**src/rtl/uart_echo_engine_pkg.sv**
```systemverilog
// rtl/uart_echo_engine_pkg.sv - shared encodings for the UART echo engine
//
// Purpose: transform-mode and FSM state encodings used by the engine, its
// transform sub-module and the testbench.
// Ports: none (package).

package uart_echo_engine_pkg;

  typedef enum logic [1:0] {
    MODE_PASS = 2'b00,
    MODE_ADD  = 2'b01,
    MODE_CASE = 2'b10,
    MODE_REV  = 2'b11
  } mode_e;

  typedef enum logic {
    ST_IDLE = 1'b0,
    ST_SEND = 1'b1
  } state_e;

  // Bit flipped by the case transform (ASCII upper/lower case).
  localparam int CASE_BIT = 5;

endpackage

```
**src/rtl/uart_byte_xform.sv**
```systemverilog
// rtl/uart_byte_xform.sv - combinational word transform for the echo engine
//
// Purpose: applies the selected transform to one received word.
// Ports:
//   i_data  DBIT  raw word
//   i_mode  2     transform select (mode_e)
//   o_data  DBIT  transformed word

import uart_echo_engine_pkg::*;

module uart_byte_xform #(
  parameter int DBIT = 8,
  parameter int INC  = 1
) (
  input  logic [DBIT-1:0] i_data,
  input  logic [1:0]      i_mode,
  output logic [DBIT-1:0] o_data
);

  // Truncating INC to DBIT bits gives the mod 2^DBIT addition for free.
  localparam logic [DBIT-1:0] W_INC = DBIT'(INC);

  logic [DBIT-1:0] w_case_mask;
  logic [DBIT-1:0] w_rev;

  // Narrow words have no case bit, so the case transform degrades to pass.
  generate
    if (DBIT > CASE_BIT) begin : g_case
      assign w_case_mask = DBIT'(1) << CASE_BIT;
    end else begin : g_nocase
      assign w_case_mask = '0;
    end
  endgenerate

  always_comb begin
    w_rev = '0;
    for (int i = 0; i < DBIT; i++) begin
      w_rev[i] = i_data[DBIT-1-i];
    end
  end

  always_comb begin
    o_data = i_data;
    case (mode_e'(i_mode))
      MODE_PASS: o_data = i_data;
      MODE_ADD:  o_data = i_data + W_INC;
      MODE_CASE: o_data = i_data ^ w_case_mask;
      MODE_REV:  o_data = w_rev;
      default:   o_data = i_data;
    endcase
  end

endmodule

```
**src/rtl/uart_echo_engine.sv**
```systemverilog
// rtl/uart_echo_engine.sv - autonomous UART echo controller
//
// Purpose: pops words from the rx FIFO (automatically or per step tick),
// transforms them and pushes each result 1..2^REP_W-1 times to the tx FIFO.
// Ports:
//   i_clk, i_reset           clock, synchronous active-high reset
//   i_auto_en, i_step        autonomous enable, single-cycle step tick
//   i_mode, i_rep            transform select, copies per word (0 -> 1)
//   i_rx_empty, i_r_data     rx FIFO status and first-word-fall-through head
//   o_rd_uart                rx FIFO pop strobe
//   i_tx_full                tx FIFO full
//   o_w_data, o_wr_uart      tx FIFO word and push strobe
//   o_last_data              last raw word popped
//   o_rx_count, o_tx_count   wrapping traffic counters
//   o_busy                   high while sending a burst

import uart_echo_engine_pkg::*;

module uart_echo_engine #(
  parameter int DBIT  = 8,
  parameter int INC   = 1,
  parameter int REP_W = 4,
  parameter int CNT_W = 16
) (
  input  logic             i_clk,
  input  logic             i_reset,
  input  logic             i_auto_en,
  input  logic             i_step,
  input  logic [1:0]       i_mode,
  input  logic [REP_W-1:0] i_rep,
  input  logic             i_rx_empty,
  input  logic [DBIT-1:0]  i_r_data,
  output logic             o_rd_uart,
  input  logic             i_tx_full,
  output logic [DBIT-1:0]  o_w_data,
  output logic             o_wr_uart,
  output logic [DBIT-1:0]  o_last_data,
  output logic [CNT_W-1:0] o_rx_count,
  output logic [CNT_W-1:0] o_tx_count,
  output logic             o_busy
);

  state_e           r_state;
  state_e           w_state_nxt;
  logic [DBIT-1:0]  r_hold;
  logic [DBIT-1:0]  r_last;
  logic [REP_W-1:0] r_remain;
  logic             r_step_pend;
  logic [CNT_W-1:0] r_rx_cnt;
  logic [CNT_W-1:0] r_tx_cnt;

  logic             w_go;
  logic             w_pop;
  logic             w_push;
  logic [DBIT-1:0]  w_xform;

  uart_byte_xform #(
    .DBIT (DBIT),
    .INC  (INC)
  ) u_xform (
    .i_data (i_r_data),
    .i_mode (i_mode),
    .o_data (w_xform)
  );

  assign w_go = !i_rx_empty && (i_auto_en || i_step || r_step_pend);

  // Strobes are gated by reset so nothing moves in the reset cycle itself.
  always_comb begin
    w_state_nxt = r_state;
    w_pop       = 1'b0;
    w_push      = 1'b0;
    if (!i_reset) begin
      case (r_state)
        ST_IDLE: begin
          if (w_go) begin
            w_pop       = 1'b1;
            w_state_nxt = ST_SEND;
          end
        end
        ST_SEND: begin
          if (!i_tx_full) begin
            w_push = 1'b1;
            if (r_remain == REP_W'(1)) begin
              w_state_nxt = ST_IDLE;
            end
          end
        end
        default: w_state_nxt = ST_IDLE;
      endcase
    end
  end

  always_ff @(posedge i_clk) begin
    if (i_reset) begin
      r_state     <= ST_IDLE;
      r_hold      <= '0;
      r_last      <= '0;
      r_remain    <= '0;
      r_step_pend <= 1'b0;
      r_rx_cnt    <= '0;
      r_tx_cnt    <= '0;
    end else begin
      r_state <= w_state_nxt;

      // mode and rep are captured here only, so a burst is immune to later changes.
      if (w_pop) begin
        r_hold   <= w_xform;
        r_last   <= i_r_data;
        r_remain <= (i_rep == '0) ? REP_W'(1) : i_rep;
        r_rx_cnt <= r_rx_cnt + CNT_W'(1);
      end

      if (w_push) begin
        r_remain <= r_remain - REP_W'(1);
        r_tx_cnt <= r_tx_cnt + CNT_W'(1);
      end

      // One-deep step memory: extra steps before consumption merge into one.
      if (i_auto_en || w_pop) begin
        r_step_pend <= 1'b0;
      end else if (i_step) begin
        r_step_pend <= 1'b1;
      end
    end
  end

  assign o_rd_uart   = w_pop;
  assign o_wr_uart   = w_push;
  assign o_w_data    = r_hold;
  assign o_last_data = r_last;
  assign o_rx_count  = r_rx_cnt;
  assign o_tx_count  = r_tx_cnt;
  assign o_busy      = (r_state == ST_SEND);

endmodule

```
**config.mk**
```make
export PLATFORM = sky130hd
export DESIGN_NAME = uart_echo_engine
export DESIGN_NICKNAME = d
export VERILOG_FILES = /design/src/rtl/uart_echo_engine_pkg.sv /design/src/rtl/uart_byte_xform.sv /design/src/rtl/uart_echo_engine.sv
export SDC_FILE = /design/constraint.sdc
export NUM_CORES = 1
export LEC_CHECK = 0
export CAP_MARGIN = 30
export CORE_MARGIN = 4
export CORE_UTILIZATION = 48
export DETAILED_ROUTE_END_ITERATION = 8
export PLACE_DENSITY = 0.8
export SLEW_MARGIN = 25
export SYNTH_ARGS = -nofsm -noshare
export SYNTH_HDL_FRONTEND = slang
export SYNTH_SLANG_ARGS = --single-unit
export TNS_END_PERCENT = 50
```
**constraint.sdc**
```tcl
create_clock -name i_clk -period 2.1 [get_ports i_clk]
set_clock_uncertainty 0.1 [all_clocks]
set_input_delay 0.42 -clock i_clk [delete_from_list [all_inputs] [get_ports i_clk]]
set_output_delay 0.42 -clock i_clk [all_outputs]
set_load 0.05 [all_outputs]
```
* Yosys cells after proc, flatten, opt, wreduce, memory -nomap -nowiden *
Index checks and enable logic that the tools add are counted.

storage, ports and cells
  flip-flop bits (word level) = 54

cells by class
  add/sub/neg operators = 4
  equality and inequality tests = 4
  muxes and demuxes = 13
  bitwise logic cells = 2
  reductions and logical operators = 9

operators by type and width
  operator                 number
  $add A16 B1 Y16 const B  2
  $pmux W8 S4              1
  $mux W4                  3
  $add A8 B1 Y8 const B    1
  $mux W1                  8
  $eq A2 B2 Y1 const B     2
  $eq A4 B1 Y1 const B     1
  $logic_not A4 Y1         1
  $sub A4 B1 Y4 const B    1
  $logic_or A1 B1 Y1       3
  $eq A2 B1 Y1 const B     1
  $logic_not A2 Y1         1
  $not A1 Y1               2
  $pmux W1 S2              1
  $reduce_bool A2 Y1       1
  $reduce_or A2 Y1         1
  $logic_and A1 B1 Y1      1
  $logic_not A1 Y1         1

* Longest topological paths before layout *
  depth in word-level cells = 8
  gate-level depth with buffers = 7
  gate-level depth less buffers = 5

* Hierarchy *
From an unflattened synthesis, not the netlist that was laid out.

second synthesis, totals
  cell total of the unflattened synthesis = 332
  area total of the unflattened synthesis = 2660.1 sq um

by module, submodules not included
  module            times used  cells an instance  area each (sq um)  sequential area each (sq um)
  uart_echo_engine  1           285                2344.7             1081.0
  uart_byte_xform   1           47                 315.3              0.0

* Worst setup path after synthesis *
No wires, ideal clock.

  path type = flip-flop to output port
  start point = register r_state (netlist: o_busy)
  end point = output o_rd_uart
  arrival = 1.867 ns
  data required time = 1.580 ns
  slack = -0.287 ns
  stages on the path, launching flop included = 6
  buffers on the path = 2
  cells stage by stage = dfxtp_1 nor2_1 nand2_1 buf_2 buf_2 nor2_1

on the way
  word-level cells in the longest chain between the ends = 2

RTL lines
  what                    line                     text
  from (decl)             uart_echo_engine.sv:43   state_e r_state;
  from (signal assigned)  uart_echo_engine.sv:104  r_state <= w_state_nxt;
  $mux W1                 uart_echo_engine.sv:74   case (r_state)
  $mux W1                 uart_echo_engine.sv:73   if (!i_reset) begin
  to (decl)               uart_echo_engine.sv:33   output logic o_rd_uart,

No other way between the ends.

* Worst setup path in the final report *
  start point = register r_rx_cnt[12] (netlist: o_rx_count[12])
  end point = output o_rx_count[12]

RTL lines
  what                    line                     text
  from (decl)             uart_echo_engine.sv:49   logic [CNT_W-1:0] r_rx_cnt;
  from (signal assigned)  uart_echo_engine.sv:111  r_rx_cnt <= r_rx_cnt + CNT_W'(1);
  to (decl)               uart_echo_engine.sv:38   output logic [CNT_W-1:0] o_rx_count,

No word-level cell between the ends.

==> results.toml <==
[pwr]
worst_ir_drop_vdd_v = 0.0003412
sw_frac_of_total_pct = 28.27
power_report.internal_total_mw = 1.611
power_switching_uw = 635.0
part_of_the_total_power_dissipated_in_sequential_elements_pct = 48.8
combPwrFrac_pct = 20.7
static-leakage-power_nw = 1.506
clock_power_share_pct = 30.6
cellPowerDensity_nw_per_um2 = 599.5
total_power_mw = 2.246

[sta]
holdWs_ps = 360.0
worst_slew_pin_slew_ps = 519.9
finalHoldViolCount = 0
timing.final.max_slew_violations = 0
maxClockFrequency_ghz = 0.4861
rsz0062_at_grt = "false"
timing.setup.tns_ps = 0
setup_ws_ps = 42.60
final_period_minus_worst_setup_slack_ps = 2057
max_slew_headroom_pct = 65.23
finalCritPeriodShare_pct = 97.97
report.final.setup_viol = 0

[grt]
groute.layer.met2.usage_pct = 39.98
grt_use_total_pct = 21.68
first_global_vias = 2678
global_route.usage.met1_pct = 25.08
grt_remaining_overflow = 0
global_route_wire_length_before_repair_um = 11610
grt_start_max_net_pins = 59
grt-busiest-layer = "met2"
grt_antenna_before_repair = 0
groute.layer.met3.usage_pct = 4.825

[logic_synthesis]
synth-seq-cells = 54
synthFlopType = "sky130_fd_sc_hd__dfxtp_1"
yosys-top-cells-area = "sky130_fd_sc_hd__dfxtp_1 41%, sky130_fd_sc_hd__a21oi_1 6.9%, sky130_fd_sc_hd__nand2_1 6.6%"
synth_largest_type_area_fraction_pct = 41.22
synthesis.area_um2 = 2623
number_of_nets_produced_by_synthesis = 354
synth_warnings = 0
gate_count_after_technology_mapping = 329
asyncSetResetFlopFracSynth_pct = 0
synth.lib_cells_used.distinct = 42
synth_enable_flop_cells = 0
synth_area_per_cell_um2 = 7.971
yosysSeqAreaShare_pct = 41.22
synth_area_leader_cell = "sky130_fd_sc_hd__dfxtp_1"

[placement]
gp_routability_congestion = 0.8276
placedCellCount = 482
number_of_buffer_cells_added_on_primary_ports = 70
post-dp-hpwl_um = 5185
preCtsSetupSlack_ps = -229.3
placed_area_um2 = 3591

[clocking]
cts-htree-levels = 2
cts_buffers = 5
clk_pin_slew_ps = 100
cts_sinks = 54
clock_path_buffers = 2
cts.root.buffer_cell = "sky130_fd_sc_hd__clkbuf_8"
clock_latency_ps = 300
cts_tree = "built"
holdBufCountCts = 0

[worst_setup_path]
path_class = "flip-flop to output port"
timing.critical_path.required_ps = 1580
slowest_delay_ps = 830
timing.critical_path.to_type = "output port"
worst-endpoint-arrival_ps = 1540
crit_fanout = 5
critPathTopFamily = "buffers and inverters"
setup.worst_path.start_class = "flip-flop"
cp_num_buf_inv = 1
worst_path_max_delay_cell = "sky130_fd_sc_hd__clkdlybuf4s50_1"
critical_path.cell_chain = "clkdlybuf4s50_1"

[drt]
finalWirelength_um = 6975
vias_per_instance = 5.489
post-route-drc-count = 0
count_of_antenna_violating_nets_left_after_detailed_routing = 0
vias = 2695
number_of_drc_markers_in_iteration_0 = 105
detail_route.wl_per_cell_um = 14.21
detail_route.first_pass.iterations = 5

[job]
max_cap_violations = 0

[die]
floorplan.initialDensity_pct = 50.38
rows = 26
die-height_um = 81.92
dieArea_um2 = 6710
die_w_um = 81.92
fp.coreArea_um2 = 5205
top_level_ports = 71

[hold_path]
hold_path_class = "flip-flop to flip-flop"

[finish]
most_used_cells_in_the_layout_excluding_fill_and_tap_cells = "51 x sky130_fd_sc_hd__dfxtp_1, 48 x sky130_fd_sc_hd__clkdlybuf4s50_1, 45 x sky130_fd_sc_hd__nand2_1, 42 x sky130_fd_sc_hd__buf_4, 36 x sky130_fd_sc_hd__a21oi_1"
post-route-util_pct = 71.97
mostFrequentLayoutCell = "sky130_fd_sc_hd__dfxtp_1"
flow.area_growth_from_synthesis_pct = 42.84
finalNetCount = 445
antenna_cells = 0
filler_cell_count = 418
final_cell_area_um2 = 3746
layout-drive-gt1-share_pct = 15.91
layout.cells.non_filler = 491

[outcome]
outcome = "complete, no violations"
-- flip-flops by register name, summed over array words and instances (netlist names) --
signal	count
o_tx_count	16
r_remain	4
o_w_data	8
o_last_data	8
o_busy	1
o_rx_count	16
r_step_pend	1
-- power groups by stage --
| stage | Sequential, mW | Combinational (mW) | Clock [mW] |
|---|---|---|---|
| finish | 1.10 | 0.464 | 0.687 |
| global route | 1.10 | 0.499 | 0.739 |
| detailed placement | 1.12 | 0.455 | 0 |
| floorplan | 1.21 | 0.162 | 0 |
| CTS | 1.10 | 0.464 | 0.705 |
| global placement | 1.12 | 0.447 | 0 |
-- cell usage after synthesis (3+ instances only) --
cell type                  number
sky130_fd_sc_hd__a21oi_1       36
sky130_fd_sc_hd__and3_1         3
sky130_fd_sc_hd__and4_1         3
sky130_fd_sc_hd__buf_2          3
sky130_fd_sc_hd__clkbuf_1      17
sky130_fd_sc_hd__dfxtp_1       54
sky130_fd_sc_hd__ha_1           5
sky130_fd_sc_hd__inv_1          9
sky130_fd_sc_hd__nand2_1       46
sky130_fd_sc_hd__nand2b_1       3
sky130_fd_sc_hd__nand3_1       14
sky130_fd_sc_hd__nand4_1        6
sky130_fd_sc_hd__nor2_1        32
sky130_fd_sc_hd__nor2b_1        3
sky130_fd_sc_hd__nor3_1         8
sky130_fd_sc_hd__nor4_1         3
sky130_fd_sc_hd__o21ai_0       17
sky130_fd_sc_hd__o31ai_1        5
sky130_fd_sc_hd__or3_1         13
sky130_fd_sc_hd__or4_1          4
sky130_fd_sc_hd__xnor2_1        7
sky130_fd_sc_hd__xor2_1        10
-- path summary, 6_finish.rpt --
kind	end	start	cells past startpoint	slack (ps)
hold / removal	o_last_data[7]$_SDFFE_PP0P_	o_last_data[7]$_SDFFE_PP0P_	2	360
hold reg to reg	o_last_data[7]$_SDFFE_PP0P_	o_last_data[7]$_SDFFE_PP0P_	2	360
setup reg to reg	o_tx_count[14]$_SDFFE_PP0P_	o_tx_count[0]$_SDFFE_PP0P_	5	180
setup / recovery	o_rx_count[12]	o_rx_count[12]$_SDFFE_PP0P_	1	40
-- per-layer routing --
layer | vias up | share of wire [%]
li1 | 1348 | -
met5 | - | 0
met2 | 75 | 51
met1 | 1266 | 44
met4 | 0 | 0.77
met3 | 6 | 4.7
-- what timing repair did --
item / 4_1_cts / 5_1_grt
pin swaps: 1 / 0
buffers inserted: 1 / 0
resized for setup: 5 / 9
endpoints found under the setup margin: 1 / 9
-- final cells by class --
type,count,area [um^2],area share [%]
multi-input combinational,246,1449,38.68
sequential,54,1085,28.96
timing repair buffer,104,980.9,26.19
tap,70,87.58,2.338
clock buffer,6,72.57,1.937
clock inverter,2,37.54,1.002
inverter,9,33.78,0.9018
-- logic make-up (layout without fill, tap and decap cells) --
family                   Yosys count  in the layout  share of synthesized area [%]
AO/OA/AOI/OAI                     74             74                          16.56
XOR/XNOR                          17             17                          5.677
adder cells (fa/ha/maj)            5              5                          2.385
buffers and inverters             29            121                          4.294
flip-flops                        54             54                          41.22
multiplexers                       2              2                         0.7634
AND/OR/NAND/NOR                  148            148                          29.10
Note: power is estimated with default switching activity, not from simulation.
